File: config.mk
export PLATFORM = sky130hd
export DESIGN_NAME = clock_route_path_sel_ctrl
export DESIGN_NICKNAME = d
export VERILOG_FILES = /design/src/rtl/clock_route_pkg.sv /design/src/rtl/clock_route_dwell_counter.sv /design/src/rtl/clock_route_path_sel_ctrl.sv
export SDC_FILE = /design/constraint.sdc
export NUM_CORES = 1
export LEC_CHECK = 0
export ABC_AREA = 0
export CAP_MARGIN = 20
export CELL_PAD_IN_SITES_DETAIL_PLACEMENT = 0
export CELL_PAD_IN_SITES_GLOBAL_PLACEMENT = 1
export CORE_ASPECT_RATIO = 1.75
export CORE_UTILIZATION = 39
export CTS_CLUSTER_SIZE = 40
export DETAILED_ROUTE_END_ITERATION = 7
export PLACE_DENSITY_LB_ADDON = 0.1
export REMOVE_ABC_BUFFERS = 1
export SYNTH_ARGS = -nofsm -noshare
export SYNTH_HDL_FRONTEND = slang
export SYNTH_HIERARCHICAL = 1
export SYNTH_SLANG_ARGS = --single-unit
File: constraint.sdc
create_clock -name clock -period 2 [get_ports clock]
set_input_delay 0.5 -clock clock [delete_from_list [all_inputs] [get_ports clock]]
set_output_delay 0.5 -clock clock [all_outputs]
set_load 0.02 [all_outputs]
File: src/rtl/clock_route_pkg.sv
// Purpose: shared types and defaults for the clock-route path-select sequencer.
// Latency: n/a (types and constants only).
// Backpressure: n/a.
package clock_route_pkg;

    // Path encoding shared by the request port and the committed-path output.
    typedef enum logic [1:0] {
        PATH_OFF = 2'b00,
        PATH0    = 2'b01,
        PATH1    = 2'b10,
        PATH_ILL = 2'b11
    } route_path_e;

    typedef enum logic [1:0] {
        ST_STABLE = 2'b00,
        ST_DEAD   = 2'b01,
        ST_SETTLE = 2'b10
    } route_sel_state_e;

    localparam int ROUTE_DEAD_CYCLES_DFLT   = 4;
    localparam int ROUTE_SETTLE_CYCLES_DFLT = 2;

    function automatic int route_max(input int a, input int b);
        return (a > b) ? a : b;
    endfunction

endpackage

File: src/rtl/clock_route_dwell_counter.sv
// Purpose: down-counter timing the dead and settle phases of a path switch.
// Latency: load takes effect at the next edge; zero_o reflects the registered count.
// Backpressure: none; counts down to 0 and holds there until reloaded.
//
// Ports: clock, reset (sync, active-high), load_i (load strobe),
//        load_val_i (count to load), zero_o (count is 0).
module clock_route_dwell_counter #(
    parameter int CNT_W = 3
) (
    input  logic             clock,
    input  logic             reset,
    input  logic             load_i,
    input  logic [CNT_W-1:0] load_val_i,
    output logic             zero_o
);

    logic [CNT_W-1:0] cnt_q;

    always_ff @(posedge clock) begin
        if (reset) begin
            cnt_q <= '0;
        end else if (load_i) begin
            cnt_q <= load_val_i;
        end else if (cnt_q != '0) begin
            cnt_q <= cnt_q - CNT_W'(1);
        end
    end

    assign zero_o = (cnt_q == '0);

endmodule

File: src/rtl/clock_route_path_sel_ctrl.sv
// Purpose: break-before-make sequencer for the two clock-route gate enables.
// Latency: path change done after DEAD+SETTLE cycles, to-off after DEAD, same/illegal after 1.
// Backpressure: sel_req_ready low while a switch is in flight or in reset; no request queue.
//
// Ports: clock, reset (sync, active-high); sel_req_valid/sel_req_path/sel_req_ready
//        request handshake; control_path_enable0/1 registered gate enables;
//        active_path committed path; switch_busy, switch_done, sel_err status.
module clock_route_path_sel_ctrl
    import clock_route_pkg::*;
#(
    parameter int DEAD_CYCLES   = ROUTE_DEAD_CYCLES_DFLT,
    parameter int SETTLE_CYCLES = ROUTE_SETTLE_CYCLES_DFLT
) (
    input  logic       clock,
    input  logic       reset,
    input  logic       sel_req_valid,
    input  logic [1:0] sel_req_path,
    output logic       sel_req_ready,
    output logic       control_path_enable0,
    output logic       control_path_enable1,
    output logic [1:0] active_path,
    output logic       switch_busy,
    output logic       switch_done,
    output logic       sel_err
);

    localparam int CNT_W = $clog2(route_max(DEAD_CYCLES, SETTLE_CYCLES) + 1);
    localparam logic [CNT_W-1:0] DEAD_LOAD   = CNT_W'(DEAD_CYCLES - 1);
    localparam logic [CNT_W-1:0] SETTLE_LOAD = CNT_W'(SETTLE_CYCLES - 1);

    route_sel_state_e state_q, state_d;
    route_path_e      tgt_q, tgt_d;
    route_path_e      act_q, act_d;
    route_path_e      req_path;
    logic             en0_q, en0_d;
    logic             en1_q, en1_d;
    logic             done_q, done_d;
    logic             err_q, err_d;
    logic             done_pend_q, done_pend_d;
    logic             err_pend_q, err_pend_d;
    logic             accept;
    logic             cnt_load;
    logic [CNT_W-1:0] cnt_load_val;
    logic             cnt_zero;

    assign req_path      = route_path_e'(sel_req_path);
    assign sel_req_ready = (state_q == ST_STABLE) && !reset;
    assign accept        = sel_req_valid && sel_req_ready;

    clock_route_dwell_counter #(
        .CNT_W (CNT_W)
    ) u_dwell (
        .clock      (clock),
        .reset      (reset),
        .load_i     (cnt_load),
        .load_val_i (cnt_load_val),
        .zero_o     (cnt_zero)
    );

    always_comb begin
        state_d      = state_q;
        tgt_d        = tgt_q;
        act_d        = act_q;
        // Same-target and illegal requests report one cycle after they are
        // accepted, so their pulses pass through a pending stage first.
        done_d       = done_pend_q;
        err_d        = err_pend_q;
        done_pend_d  = 1'b0;
        err_pend_d   = 1'b0;
        cnt_load     = 1'b0;
        cnt_load_val = DEAD_LOAD;

        case (state_q)
            ST_STABLE: begin
                if (accept) begin
                    if (req_path == PATH_ILL) begin
                        err_pend_d = 1'b1;
                    end else if (req_path == act_q) begin
                        done_pend_d = 1'b1;
                    end else begin
                        tgt_d    = req_path;
                        act_d    = PATH_OFF;
                        cnt_load = 1'b1;
                        state_d  = ST_DEAD;
                    end
                end
            end
            ST_DEAD: begin
                if (cnt_zero) begin
                    if (tgt_q == PATH_OFF) begin
                        done_d  = 1'b1;
                        state_d = ST_STABLE;
                    end else begin
                        cnt_load     = 1'b1;
                        cnt_load_val = SETTLE_LOAD;
                        state_d      = ST_SETTLE;
                    end
                end
            end
            ST_SETTLE: begin
                if (cnt_zero) begin
                    act_d   = tgt_q;
                    done_d  = 1'b1;
                    state_d = ST_STABLE;
                end
            end
            default: begin
                state_d = ST_STABLE;
            end
        endcase

        // Enables follow the next state and target only; the dead phase forces
        // both low, and a single target value can never select both gates.
        en0_d = (state_d != ST_DEAD) && (tgt_d == PATH0);
        en1_d = (state_d != ST_DEAD) && (tgt_d == PATH1);
    end

    always_ff @(posedge clock) begin
        if (reset) begin
            state_q     <= ST_STABLE;
            tgt_q       <= PATH_OFF;
            act_q       <= PATH_OFF;
            en0_q       <= 1'b0;
            en1_q       <= 1'b0;
            done_q      <= 1'b0;
            err_q       <= 1'b0;
            done_pend_q <= 1'b0;
            err_pend_q  <= 1'b0;
        end else begin
            state_q     <= state_d;
            tgt_q       <= tgt_d;
            act_q       <= act_d;
            en0_q       <= en0_d;
            en1_q       <= en1_d;
            done_q      <= done_d;
            err_q       <= err_d;
            done_pend_q <= done_pend_d;
            err_pend_q  <= err_pend_d;
        end
    end

    assign control_path_enable0 = en0_q;
    assign control_path_enable1 = en1_q;
    assign active_path          = act_q;
    assign switch_busy          = (state_q != ST_STABLE);
    assign switch_done          = done_q;
    assign sel_err              = err_q;

endmodule
Word level (Yosys, flattened, before mapping)
Index checks and enable logic that the tools add are counted.
W data, S select, Z words.
Operators by class
  $add $sub $neg: 1
  multipliers: 0
  divide/modulo/power cells: 0
  order comparisons: 0
  eq/ne operators: 11
  shifts and indexed selects: 0
  multiplexer cells: 33
  bitwise logic cells: 2
  reduce and logical (&&, ||, !) cells: 15
Operators with widths (count)
  $mux W2: 17
  $mux W1: 10
  $ne A2 B2 Y1 const B: 4
  $eq A2 B2 Y1 const B: 3
  $mux W3: 2
  $pmux W2 S3: 1
  $reduce_bool A2 Y1: 3
  $reduce_and A5 Y1: 1
  $eq A2 B1 Y1 const B: 2
  $logic_and A1 B1 Y1: 4
  $logic_not A2 Y1: 2
  $pmux W1 S2: 2
  $pmux W2 S2: 1
  $reduce_or A4 Y1: 1
  $logic_not A3 Y1: 1
  $reduce_bool A3 Y1: 1
  $reduce_or A3 Y1: 1
  $sub A3 B1 Y3 const B: 1
  $eq A2 B2 Y1: 1
  $ne A2 B1 Y1 const B: 1
  $not A1 Y1: 2
  $logic_not A1 Y1: 1
Word-level totals
  bits in registers: 15
  bits in latches: 0
  bits in writable memories: 0
  memory bits (read-only): 0
  input port bits: 5
  output and inout port bits: 8
  logic and storage cells: 72
  memories: 0

Logic depth before layout (Yosys ltp)
  depth in word-level cells: 7
  mapped depth: 8
  depth with buffers taken out: 8

Cells and area by module
Netlist, hierarchy kept.
By module, submodules not included
  clock_route_path_sel_ctrl: times used 1, cells each 74, area an instance 679.4 um^2, sequential area each 240.2 um^2
  clock_route_dwell_counter: times used 1, cells each 22, area an instance 206.4 um^2, sequential area each 60.1 um^2

Worst setup path before layout
No wires, ideal clock.
  path type: register to register
  from: register state_q[0]
  to: register u_dwell.cnt_q[1]
  setup time: 0.112 ns
  arrival time: 1.582 ns
  data required time: 1.888 ns
  path slack: 0.306 ns
  stages on the path, launching flop included: 8
  buffers on the path: 0
  period minus slack after synthesis: 1.694 ns
  cells stage by stage: dfxtp_1 -> inv_1 -> ha_1 -> and3b_1 -> o211ai_4 -> nand2_1 -> nor2b_1 -> a2111oi_1
On the way
  cells in the longest elaborated chain, start to end: 6
  elaborated cells on any way between the ends: 9
  those cells by class: eq/ne: 1; mux: 4; reduce/logical: 4
RTL lines
  from (decl): line clock_route_path_sel_ctrl.sv:31  | route_sel_state_e state_q, state_d;
  from (signal assigned): line clock_route_path_sel_ctrl.sv:130  | state_q <= state_d;
  $logic_not A2 Y1: line clock_route_path_sel_ctrl.sv:47, clock_route_path_sel_ctrl.sv:73
  $logic_and A1 B1 Y1: line clock_route_path_sel_ctrl.sv:47  | assign sel_req_ready = (state_q == ST_STABLE) && !reset;
  $logic_and A1 B1 Y1: line clock_route_path_sel_ctrl.sv:48  | assign accept = sel_req_valid && sel_req_ready;
  $mux W1: line clock_route_path_sel_ctrl.sv:75  | if (accept) begin
  $pmux W1 S2 (*): line clock_route_path_sel_ctrl.sv:73  | case (state_q)
  via cnt_load: line clock_route_path_sel_ctrl.sv:42  | logic cnt_load;
  $mux W3 / $reduce_bool A2 Y1 (equally long branches)
  to (signal assigned): line clock_route_dwell_counter.sv:23  | cnt_q <= load_val_i;
  to (signal assigned): line clock_route_dwell_counter.sv:25  | cnt_q <= cnt_q - CNT_W'(1);
  to (decl): line clock_route_dwell_counter.sv:17  | logic [CNT_W-1:0] cnt_q;
Mark *: on every way through the listed nets, which the timed path passes. The rest lies on a longest branch.
A chain may end at the register's enable or synchronous reset.

Worst setup path in the final report
  from: register state_q[1]
  to: output sel_req_ready
On the way
  cells in the longest elaborated chain, start to end: 2
RTL lines
  $logic_not A2 Y1: line clock_route_path_sel_ctrl.sv:47
  $logic_and A1 B1 Y1: line clock_route_path_sel_ctrl.sv:47
  to (decl): line clock_route_path_sel_ctrl.sv:18  | output logic sel_req_ready,
Every way passes these cells.

==> results.ini <==
[route]
wl_met3_um=34
ant_nets=0
wl_met2_mm=1.159
drc_errors=0
finalWirelength_mm=1.917
dr.max_layer_used=met4
post_drt_via_cell_ratio=5.331
first_iter_violations=7
num_vias=789
drt_pass1_iterations=4
routedWlPerCell_um=12.95
wl_met1_um=701

[logic_synthesis]
synth_common_cells=dfxtp_1 (15), inv_1 (11), nor2b_1 (9), nor2_1 (7), ha_1 (6)
synth_edf_count=0
synth.distinct_cells=32
ys.warnings.count=6
synth_area_um2=885.9
synth_area_leaders=dfxtp_1 (34%), ha_1 (8.5%), nor2b_1 (6.4%), inv_1 (4.7%), mux2i_1 (4.5%)
syn_avg_cell_area_um2=9.228
synth_top_area_cell=dfxtp_1
netlist_instances=96
yosysTopAreaCellShare=0.3390
async_flop_share=0
yosys_most_used_dff=dfxtp_1
synth.most_common_cell=dfxtp_1
seq_area_frac_synth=0.3390
synth_seq_cells=15

[placement]
place_inst=143
placed_area_um2=1122
dpl.hpwl_mm=1.595
dp_slack_ns=-0.2265
port_buffers=12
gp_congestion=0.7960

[worst_setup_path]
r2r_end=u_dwell/cnt_q[1]
required_ns=1.50
crit_fanout=4
crit_path_end_kind=output pin
worstPathArrival_ns=1.41
r2r_slack_ns=0.18
worstSetupStartpointType=register
rr_worst_depth=8
r2r-start=state_q[0]
critical_path_class=reg -> out

[cts]
clk_pin_slew_ns=0.09
cts_tree=built
cts_sinks=15
numCtsBuffers=3
clk-insertion-delay-late_ns=0.27
cts_root_buf=clkbuf_4
h-tree-depth=1
cts_buffer_depth=2

[global_routing]
grt_pass1_wl_mm=3.194
grt_pass1_vias=777
grt_overflow=0
grt_max_degree=14
grt_use_total=0.1808
antenna_found_initial=0

[floorplanning]
num_rows=22
die_area_um2=2473
start_util=0.4179
die_height_um=65.05
core_area_um2=2120
io_pins=13
die_w_um=38.03

[timing]
fmax_mhz=522.9
skew_ns=0.002561
slew_violations=0
whs_ns=0.4420
period_share=0.9562
finalHoldViolations=0
setup_violations=0
min_period_ns=1.912
fin_ws_ns=0.08764
grt_setup_unrepaired=no

[pwr]
vdd_drop_max_uv=338.0
p_per_area_nw_per_um2=752.9
leakage_uw=0.0004753

[final_layout]
area_growth_syn_to_layout_pct=31.36
n_antenna_cell=0
drive_above_1_share=0.2177
design_area_um2=1164
fin_nets=136
fin_cells=148
finish.utilization=0.5490

[min_path]
worstHoldPathType=reg -> reg
min_to=sel_err
min_path_cells=1
min_from=err_d

[flow_run]
maxCapViolations=0

[status]
status=finished, final reports clean

[how the worst max path moves through the flow]
stage                               start                to  slack, ns  cells after the start
after global routing           state_q[1]     sel_req_ready      0.002                      5
after detailed placement  sel_req_path[1]  u_dwell/cnt_q[1]      -0.23                      6
after global placement              reset     sel_req_ready      -0.17                      3
final                          state_q[1]     sel_req_ready       0.09                      5
after floorplan                state_q[0]  u_dwell/cnt_q[1]       0.31                      7
after CTS                      state_q[0]     sel_req_ready       0.03                      5
[worst max-delay path, cell delays in order, from the launching register on]
cell	delay, ns
dfxtp_2	0.35
inv_1	0.09
ha_1	0.19
inv_1	0.09
nor2_1	0.08
dlygate4sd2_1	0.33
[through the flow]
stage                     total power (uW)  TNS [ns]
after floorplan                      576.6         0
after global placement               688.9   -0.6683
after detailed placement             698.7    -1.163
after CTS                            872.9         0
after global routing                 931.5         0
final                                876.1         0
[final cells by class]
class / count / area [um2]
Fill cell: 211 / 955.9
Multi-Input combinational cell: 69 / 548.0
Sequential cell: 15 / 302.8
Timing Repair Buffer: 25 / 215.2
Inverter: 11 / 41.29
Tap cell: 24 / 30.03
Clock buffer: 4 / 26.28
[layout by cell type (no fill, tap or decap), types with 3 or more instances in the layout]
cell / synthesis / routed
nor2_1: 7 / 7
clkbuf_4: 0 / 3
inv_1: 11 / 10
nand2b_1: 4 / 4
a211oi_1: 4 / 4
nor2b_1: 9 / 9
buf_4: 0 / 13
nand2_1: 5 / 4
mux2i_1: 4 / 4
clkdlybuf4s50_1: 0 / 10
o211ai_1: 3 / 3
ha_1: 6 / 6
dfxtp_1: 15 / 13
[what timing repair did]
item,CTS,global route
setup buffers,0,1
gates cloned,0,0
hold buffers,0,0
endpoints found under the setup margin,3,6
gates resized for setup,3,4
pin swaps,0,2
[cells by family (layout without fill, tap and decap cells)]
family	count (synthesis)	after routing	share of synthesized area
xor+xnor	2	2	0.03672
buf+inv	12	40	0.05084
simple gates	33	33	0.2105
fa+ha+maj	6	6	0.08474
flops	15	15	0.3390
compound gates	22	22	0.2246
other cells	2	2	0.008478
mux	4	4	0.04520
[registers in the layout (all words and copies together) (netlist names)]
| register | flops |
|---|---|
| done_pend_q | 1 |
| err_d | 1 |
| u_dwell/cnt_q | 3 |
| tgt_q | 2 |
| state_q | 2 |
| active_path | 2 |
| sel_err | 1 |
| control_path_enable1 | 1 |
| control_path_enable0 | 1 |
| switch_done | 1 |
[power by group]
| part | internal, uW | leakage [uW] | switching [uW] | total, uW |
|---|---|---|---|---|
| combinational | 174 | 0.000337 | 176 | 350 |
| sequential | 332 | 0.000123 | 23.7 | 355 |
| clock | 77.2 | 0.0000150 | 93.2 | 170 |
[per-layer routing]
| metal | track usage | vias up |
|---|---|---|
| met5 | 0 | - |
| met4 | 0.09375 | 0 |
| met3 | 0.02055 | 2 |
| met2 | 0.3496 | 9 |
| met1 | 0.1663 | 383 |
| li1 | - | 395 |
(Power assumes the default switching activity.)
==> RTL change 1, RTL diff (same settings) <==
Set the package constant `ROUTE_SETTLE_CYCLES_DFLT` to 4 (it was 2).
--- a/src/rtl/clock_route_pkg.sv
+++ b/src/rtl/clock_route_pkg.sv
@@ -18,7 +18,7 @@
     } route_sel_state_e;
 
     localparam int ROUTE_DEAD_CYCLES_DFLT   = 4;
-    localparam int ROUTE_SETTLE_CYCLES_DFLT = 2;
+    localparam int ROUTE_SETTLE_CYCLES_DFLT = 4;
 
     function automatic int route_max(input int a, input int b);
         return (a > b) ? a : b;
Formal check against the unedited RTL: not equivalent (a bounded check fails within 10 cycles, from zero or initial values and one cycle with reset high).
==> RTL change 1 against the unedited design <==
  * Sequential cell count unchanged
  * Synthesized area decreased by 5.2%
  * Design area decreased by 5.2%
  * Non-clock buffer count decreased by 2
  * Routed wire length decreased by 17%
  * First-iteration DRC count increased by 14%
  * Setup slack improved by 0.038 ns
  * Total power decreased by 6.3%
  * Highest routed layer unchanged
==> RTL change 1: results <==
set metrics [dict create \
    grt_usage 0.1720 \
    avgViaCountPerCell 4.932 \
    wl_met1_um 594 \
    wl_met3_um 39 \
    ir_drop_mv 0.4715 \
    cts_repair_resize_count 2 \
    fin_skew_ns 0.006594 \
    status "finished clean" \
    power_leakage_nw 0.4747 \
    drtIter0Drc 8 \
    grt.met3_usage 0.03169 \
    comb-power_mw 0.293 \
    inverters 7 \
    clock_power_share 0.206 \
    power.internal_mw 0.5624 \
    nMultiInputCombCells 61 \
    path_max_fanout 6 \
    power.total_mw 0.8205 \
    buf_share 0.1825 \
    syn_area_um2 839.6 \
    synth_commonest_cells "15 x dfxtp_1, 8 x nor2b_1, 7 x inv_1, 6 x ha_1, 5 x mux2i_1" \
    globalRouteMet2Util 0.3214 \
    n_all_buffers 23 \
    grt_pass1_wl_um 2891 \
    finalInstanceArea_mm2 0.001104 \
    grt_pass1_vias 710 \
    wl_per_cell_um 11.96 \
    grt_max_degree 11 \
    place_congestion 0.7086 \
    dr_wl_met2_um 924 \
    place_hpwl_um 1296 \
    yosysSeqAreaShare 0.3577 \
    drive_gt1_frac 0.2364 \
    synth_cell_types 31 \
    cp.arrival_ns 2.05 \
    place_ws_ns -0.2344 \
    largest_reg_flops 3 \
    drt_wl_total_um 1591 \
    n_sequential_cell 15 \
    nets 122 \
    dpl.cell_count 129 \
    synth_cells 83 \
    ff_latch_area_um2 300.3 \
    met1_usage 0.1615 \
    ys_top_cells_by_area "dfxtp_1 36%, ha_1 8.9%, mux2i_1 6.0%" \
]
-- RTL change 1: final timing paths --
path	to	cells past startpoint	slack [ns]	start
min reg2reg	sel_err$_SDFF_PP0_	1	0.46	err_d$_SDFF_PP0_
max	control_path_enable0$_SDFF_PP0_	5	0.13	reset
max reg2reg	control_path_enable0$_SDFF_PP0_	6	0.22	state_q[1]$_SDFF_PP0_
min	sel_err$_SDFF_PP0_	1	0.46	err_d$_SDFF_PP0_
-- RTL change 1: logic make-up after synthesis --
kind of cell,after synthesis,synth area share
xor+xnor,2,0.03875
compound gates,16,0.1833
other cells,2,0.008945
flops,15,0.3577
mux,7,0.09091
fa+ha+maj,6,0.08942
simple gates,27,0.1937
buf+inv,8,0.03726
-- RTL change 1: critical path, cell delays in order --
cell and delay, ns:
clkdlybuf4s50_1 0.51, and3b_1 0.23, o211ai_4 0.13, mux2_4 0.34
a2111oi_2 0.32
==> RTL change 2, RTL diff (same settings) <==
Made on the original files. Re-encode `route_sel_state_e` (3 states) as one-hot, 3 bits wide.
--- a/src/rtl/clock_route_pkg.sv
+++ b/src/rtl/clock_route_pkg.sv
@@ -11,10 +11,10 @@
         PATH_ILL = 2'b11
     } route_path_e;
 
-    typedef enum logic [1:0] {
-        ST_STABLE = 2'b00,
-        ST_DEAD   = 2'b01,
-        ST_SETTLE = 2'b10
+    typedef enum logic [2:0] {
+        ST_STABLE = 3'b001,
+        ST_DEAD   = 3'b010,
+        ST_SETTLE = 3'b100
     } route_sel_state_e;
 
     localparam int ROUTE_DEAD_CYCLES_DFLT   = 4;
Check against the original RTL: no difference found for any inputs over 10 cycles, from zero or initial values and one cycle with reset high; not proved beyond that.
==> RTL change 2 against the unedited design <==
  * Die area shrank 2.3%
  * Design area decreased by 1.3%
  * Combinational power decreased by 3%
  * Routed wire length increased by 5.0%
  * Total power rose by 6.0%
  * Sequential cell count increased by 1
  * Synthesized area fell by 2.4%
  * Global-route usage grew 2.1 points
  * Setup slack worse by 0.0089 ns
  * Critical path type unchanged
  * Critical endpoint is now switch_busy
==> RTL change 2: results <==
set metrics [dict create \
    pwr-share-comb 0.364 \
    wl_met1_um 728 \
    yosysSeqAreaShare 0.3705 \
    globalRouteMet2Util 0.3772 \
    grt.met3_usage 0.04167 \
    fin_skew_ns 0.01208 \
    crit-reg2reg-launch "u_dwell/cnt_q[0]$_SDFFE_PP0P_" \
    power.internal_mw 0.6413 \
    n_all_buffers 26 \
    place_ws_ns -0.3989 \
    final.fill_count 223 \
    dr_wl_met2_um 1185 \
    cp_slowest_cell "clkdlybuf4s50_1" \
    place_congestion 0.8147 \
    cts_repair_resize_count 6 \
    drt_wl_total_um 2012 \
    synth.avg_cell_area_um2 8.646 \
    wl_met3_um 54 \
    clock_power_share 0.230 \
    sh_seq_area 0.2821 \
    cpPeakStageDelay_ns 0.59 \
    area.growth.synth_to_final_pct 32.85 \
    grt_pass1_vias 849 \
    reg2reg_slack_ns 0.25 \
    grt_usage 0.2019 \
    power_leakage_nw 0.4553 \
    buf_share 0.1906 \
    dpl.cell_count 147 \
    clock_net_power_mw 0.214 \
    ir_drop_mv 0.3470 \
    hold_ws_ns 0.4494 \
    nMultiInputCombCells 74 \
    via_count 802 \
    avgViaCountPerCell 5.311 \
    met1_usage 0.1983 \
    drive_gt1_frac 0.2283 \
    placed_cell_area_mm2 0.001104 \
    n_sequential_cell 16 \
    drtIter0Drc 25 \
    multi_input_area_um2 513.0 \
    nets 135 \
    ys_top_cells_by_area "dfxtp_1 37%, nor2b_1 6.5%, nand2b_1 5.1%" \
    synth_cells 100 \
    status "finished clean" \
    crit-reg2reg-capture "u_dwell/cnt_q[2]$_SDFFE_PP0P_" \
    reg2regPathDepth 11 \
    synth_commonest_cells "16 x dfxtp_1, 9 x nor2b_1, 7 x inv_1, 7 x nand2b_1, 7 x nor2_1" \
    grt_max_degree 17 \
    clock_area_frac 0.03159 \
    place_hpwl_um 1569 \
    crit_end "switch_busy" \
]
==> RTL change 2: cell types whose count changed after synthesis, sizes merged, moves of 2 or more <==
cell    unedited run  this run
ha                 6         2
buf                0         2
o21ai              1         4
o32ai              2         0
nor3               1         4
nor4               0         4
inv               11         7
nand2b             4         7
o211ai             4         0
a21oi              2         6
a211oi             5         1
mux2i              4         2
==> RTL change 2: cells by family after synthesis <==
logic type      after synthesis  share of synthesized area
compound gates               19                     0.1621
xor+xnor                      2                    0.02026
fa+ha+maj                     2                    0.02894
buf+inv                      10                    0.04920
flops                        16                     0.3705
mux                           2                    0.02316
other cells                   2                   0.008686
simple gates                 47                     0.3372
==> RTL change 2: critical path, delay by kind of cell (launching register included) <==
kind / cells / cell delay (ns)
buffers and inverters: 2 / 0.75
DFF: 1 / 0.32
and+or+nand+nor: 1 / 0.06
